## config.mk

```make
export PLATFORM = sky130hd
export DESIGN_NAME = pc_sequencer
export DESIGN_NICKNAME = d
export VERILOG_FILES = /design/src/rtl/pc_seq_pkg.sv /design/src/rtl/jump_cond_eval.sv /design/src/rtl/pc_sequencer.sv
export SDC_FILE = /design/constraint.sdc
export NUM_CORES = 1
export LEC_CHECK = 0
export ABC_CLOCK_PERIOD_IN_PS = 2460
export BUFFER_PORTS_ARGS = -buffer_cell sky130_fd_sc_hd__buf_2
export CORE_MARGIN = 10
export CORE_UTILIZATION = 43
export CTS_CLUSTER_DIAMETER = 200
export DETAILED_ROUTE_END_ITERATION = 7
export PLACE_DENSITY = 0.78
export SLEW_MARGIN = 20
export SYNTH_ARGS = -nofsm -noshare
export SYNTH_HDL_FRONTEND = slang
export SYNTH_SLANG_ARGS = --single-unit
```

## constraint.sdc

```tcl
create_clock -name clk -period 2.46 [get_ports clk]
set_input_delay 0.246 -clock clk [delete_from_list [all_inputs] [get_ports clk]]
set_output_delay 0.246 -clock clk [all_outputs]
set_load 0.005 [all_outputs]
```

## src/rtl/pc_seq_pkg.sv

```systemverilog
// Shared types and constants for the KGPminiRISC program-counter sequencer.
// Holds the FSM state encoding, jump condition codes and flag bit positions.
package pc_seq_pkg;

    typedef enum logic [1:0] {
        S_FETCH,
        S_EXEC,
        S_UPDATE,
        S_HALT
    } state_t;

    localparam logic [2:0] COND_ALWAYS = 3'b000;
    localparam logic [2:0] COND_SIGN   = 3'b001;
    localparam logic [2:0] COND_ZERO   = 3'b010;
    localparam logic [2:0] COND_NZERO  = 3'b011;
    localparam logic [2:0] COND_CARRY  = 3'b100;
    localparam logic [2:0] COND_NCARRY = 3'b101;
    localparam logic [2:0] COND_RSVD6  = 3'b110;
    localparam logic [2:0] COND_RSVD7  = 3'b111;

    localparam int FLAG_CARRY = 2;
    localparam int FLAG_ZERO  = 1;
    localparam int FLAG_SIGN  = 0;

endpackage

```

## src/rtl/jump_cond_eval.sv

```systemverilog
// Combinational jump condition evaluator: decides whether a conditional
// jump is taken given the current (possibly bypassed) flags.
module jump_cond_eval
    import pc_seq_pkg::*;
(
    input  logic [2:0] flags,
    input  logic [2:0] cond_jump,
    output logic       cond_ok
);

    // Reserved codes fall through to "never taken".
    always_comb begin
        cond_ok = 1'b0;
        case (cond_jump)
            COND_ALWAYS: cond_ok = 1'b1;
            COND_SIGN:   cond_ok = flags[FLAG_SIGN];
            COND_ZERO:   cond_ok = flags[FLAG_ZERO];
            COND_NZERO:  cond_ok = ~flags[FLAG_ZERO];
            COND_CARRY:  cond_ok = flags[FLAG_CARRY];
            COND_NCARRY: cond_ok = ~flags[FLAG_CARRY];
            default:     cond_ok = 1'b0;
        endcase
    end

endmodule

```

## src/rtl/pc_sequencer.sv

```systemverilog
// Multi-cycle PC controller: FETCH -> EXEC -> UPDATE per instruction, with
// flag register, same-cycle flag bypass for jumps and a saturating taken counter.
module pc_sequencer
    import pc_seq_pkg::*;
#(
    parameter int                 ADDR_W   = 32,
    parameter int                 PC_INC   = 4,
    parameter logic [ADDR_W-1:0]  RESET_PC = '0,
    parameter int                 CNT_W    = 16
) (
    input  logic              clk,
    input  logic              rst,
    output logic              imem_req,
    output logic [ADDR_W-1:0] imem_addr,
    input  logic              imem_ack,
    input  logic              exec_done,
    input  logic              is_branch,
    input  logic              is_halt,
    input  logic [2:0]        cond_jump,
    input  logic [ADDR_W-1:0] branch_target,
    input  logic              flag_we,
    input  logic [2:0]        flag_in,
    output logic [ADDR_W-1:0] pc,
    output logic [2:0]        flags,
    output logic              taken,
    output logic              halted,
    output logic [CNT_W-1:0]  taken_cnt
);

    localparam logic [ADDR_W-1:0] LP_INC = ADDR_W'(PC_INC);

    state_t            r_state;
    logic [ADDR_W-1:0] r_pc;
    logic [ADDR_W-1:0] r_target;
    logic [2:0]        r_flags;
    logic              r_taken;
    logic              r_halted;
    logic [CNT_W-1:0]  r_cnt;

    logic [2:0]        w_eff_flags;
    logic              w_cond_ok;

    // A flag write in the exec_done cycle must be visible to that jump.
    assign w_eff_flags = flag_we ? flag_in : r_flags;

    jump_cond_eval u_cond_eval (
        .flags     (w_eff_flags),
        .cond_jump (cond_jump),
        .cond_ok   (w_cond_ok)
    );

    always_ff @(posedge clk or negedge rst) begin
        if (!rst) begin
            r_state  <= S_FETCH;
            r_pc     <= RESET_PC;
            r_target <= '0;
            r_flags  <= 3'b000;
            r_taken  <= 1'b0;
            r_halted <= 1'b0;
            r_cnt    <= '0;
        end else begin
            r_taken <= 1'b0;
            if (flag_we && (r_state != S_HALT)) begin
                r_flags <= flag_in;
            end
            case (r_state)
                S_FETCH: begin
                    if (imem_ack) begin
                        r_state <= S_EXEC;
                    end
                end
                S_EXEC: begin
                    // Halt outranks a simultaneous branch: no PC update, no count.
                    if (exec_done) begin
                        r_target <= branch_target;
                        if (is_halt) begin
                            r_state  <= S_HALT;
                            r_halted <= 1'b1;
                        end else begin
                            r_state <= S_UPDATE;
                            r_taken <= is_branch && w_cond_ok;
                        end
                    end
                end
                S_UPDATE: begin
                    r_pc <= r_taken ? r_target : (r_pc + LP_INC);
                    if (r_taken && (r_cnt != {CNT_W{1'b1}})) begin
                        r_cnt <= r_cnt + CNT_W'(1);
                    end
                    r_state <= S_FETCH;
                end
                S_HALT: begin
                    r_halted <= 1'b1;
                end
                default: begin
                    r_state <= S_FETCH;
                end
            endcase
        end
    end

    assign imem_req  = (r_state == S_FETCH) && rst;
    assign imem_addr = r_pc;
    assign pc        = r_pc;
    assign flags     = r_flags;
    assign taken     = r_taken;
    assign halted    = r_halted;
    assign taken_cnt = r_cnt;

endmodule

```

==> flow_summary.ini <==
[drt]
firstDrtPassIters = 5
drtAntennaViolNets = 0
post_drt_via_cell_ratio = 5.60
drt_iter0_markers = 303
wire_per_inst_um = 18.2
drc_errors = 0
wirelength_mm = 12.6
via_count = 3877

[hold_path]
hold_path_end = r_target[12]
worstHoldPathType = primary input to flop
worstHoldStart = branch_target[12]
min_path_cells = 2

[finish]
ff_latch_area_um2 = 2180
num-fill-cells = 995
final_common_cell = buf_2
n_antenna_cell = 0
multiInputGateArea_um2 = 2100
instances_no_fill = 692
layout.nets = 594
layout.cells.most_common_list = 129 x buf_2, 87 x dfrtp_1, 36 x mux2_2
area_growth_pct = 17.0
drive_above_1_share_pct = 37.7

[cts]
clockBufferDepth = 2
clock_latency_ns = 0.37
cts_root_buf = clkbuf_8
numCtsBuffers = 9
clock_sinks = 87
htreeDepth = 3
clkTransAtPathRegs_ns = 0.09
cts_resized = 0
tritoncts = done

[synth]
ys.flop_type = dfrtp_1
yosysTopAreaCellShare_pct = 46.6
synth.distinct_cells = 61
synthAdderAreaFrac_pct = 0.535
syn-instance-count = 452
synthMuxAreaShare_pct = 9.32
syn_nets = 499
synth_top_cell_by_area = dfrtp_1
ys_seq_area_share_pct = 46.6
synth_seq_cells = 87
yosysWarnings = 0
synth_top_family_by_area = simple AND/OR/NAND/NOR gates
synth-edff-count = 0
synth_compound_area_share_pct = 13.4
synth_xor_area_share_pct = 3.00
yosys.area_share.simple_pct = 18.5
synth_area_leaders = dfrtp_1 47%, mux2_2 8.7%, buf_4 5.6%
syn_area_um2 = 4670
avgSynthCellArea_um2 = 10.3
async_flop_share_pct = 100

[die]
coreArea_um2 = 10700
die_w_um = 124
dieArea_um2 = 15400
initial_core_util_pct = 43.5
pin_count = 131
dieHeight_um = 124
placementRows = 38

[sta]
final_max_slew_viol_count = 0
finClkSkew_ns = 0.0119
clock.fmax_mhz = 499
period_needed_ns = 2.00
slew_headroom_pct = 52.2
fin_setup_tns_ns = 0
rsz0062_at_grt = false
hold_violations = 0
worst_pin_slew_ns = 0.718
setup_slack_ns = 0.458
finalCritPeriodShare_pct = 81.4
setup_viol = 0

[critical_path]
worst_r2r_endpoint = imem_addr[23]
critPathLaunchType = flop
crit_path_max_fanout = 11
crit_required_ns = 2.70
r2r_slack_ns = 0.46
rr_worst_depth = 5
r2r_start = imem_addr[5]
endpoint_kind = flop
arrival_ns = 2.24
path_class = flop to flop

[place]
post-place-ws_ns = 0.509
place_congestion = 0.863
io_buffers = 130
dpl.cell_count = 675
place.detailed.hpwl_mm = 9.25

[run_status]
status = completed

[global_route]
grt_start_max_net_pins = 88
antenna_found_initial = 1
track_usage_pct = 15.8
grt_pass1_vias = 3898
grt_pass1_wl_mm = 20.5
gr-total-overflow = 0

[pwr]
leakage_uw = 0.00261
power_density_nw_per_um2 = 876
vdd_drop_max_mv = 0.375

[flow_run]
maxCapViolations = 0
==> sequential cells by signal, indices dropped and copies added, names as in the netlist <==
name	flops
taken	1
imem_addr	32
r_target	32
halted	1
taken_cnt	16
flags	3
r_state	2
==> worst max path at each step <==
| stage | startpoint | endpoint | slack [ns] | cells past startpoint |
|---|---|---|---|---|
| after global placement | imem_addr[5] | imem_addr[21] | 0.54 | 5 |
| final | imem_addr[5] | imem_addr[23] | 0.46 | 5 |
| after floorplan | taken_cnt[0] | taken_cnt[1] | 0.65 | 6 |
| after global routing | imem_addr[5] | imem_addr[17] | 0.32 | 5 |
| after detailed placement | imem_addr[5] | imem_addr[23] | 0.51 | 5 |
| after CTS | imem_addr[5] | imem_addr[23] | 0.48 | 5 |
==> synth_stat cells, types with 3 or more instances <==
cell / n
dfrtp_1: 87
mux2_2: 36
buf_4: 35
nand2_1: 24
a21oi_1: 21
clkbuf_1: 20
nor2_1: 20
nand3_1: 19
nor3_1: 16
o21ai_0: 16
nand4_1: 15
inv_1: 12
and3_1: 9
xor2_1: 9
a211oi_1: 7
a31oi_1: 7
nor4_1: 7
xnor2_1: 7
a311oi_1: 6
o22ai_1: 6
and2_1: 4
and4_1: 4
nand3b_1: 4
a22oi_1: 3
mux2i_1: 3
nand3_2: 3
o2bb2ai_1: 3
==> layout make-up <==
type	instances	area share, %
clock buffers	11	2.77
clock inverters	5	1.03
well taps	140	3.20
repair buffers	143	14.0
multi-input cells	294	38.3
flip-flops and latches	87	39.8
inverters	12	0.824
==> kinds of logic after synthesis <==
group | count (synthesis)
flip-flops | 87
AND/OR/NAND/NOR | 145
XOR/XNOR | 16
AO/OA/AOI/OAI | 92
multiplexers | 39
adder cells (fa/ha/maj) | 2
buffers and inverters | 71
==> layer usage <==
metal | GRT usage (%) | up-vias | part of all wire [%]
met3 | 3.96 | 13 | 6.3
met2 | 26.3 | 129 | 49
met1 | 19.3 | 1902 | 43
li1 | - | 1831 | -
met5 | 0 | - | 0.056
met4 | 5.96 | 2 | 1.5
==> report_power, final <==
part	internal [uW]	switching, uW	leakage, uW	total [uW]
clock	523	528	0.000105	1050
sequential	1870	449	0.00108	2320
combinational	734	683	0.00142	1420
==> through the flow <==
step	total power, uW	utilization, %	hold WS, ns	area (um^2)
global route	5100	50.9	0.0996	5470
floorplan	3280	-	-0.0496	4670
detailed placement	3780	48.8	0.376	5250
CTS	4840	50.9	0.0912	5470
finish	4790	50.9	0.108	5470
global placement	3710	48.8	0.371	5250
==> repair_timing <==
action | CTS | global route
hold endpoints to repair | 87 | 0
buffers inserted | 0 | 0
hold buffers | 1 | 0
==> worst max-delay path: stages (launching register included) <==
cell	delay (ns)
dfrtp_1	0.50
nand4_1	0.13
buf_4	0.20
or4_4	0.57
o311ai_0	0.38
nand3_1	0.11
Power figures use the tool's default switching activity.
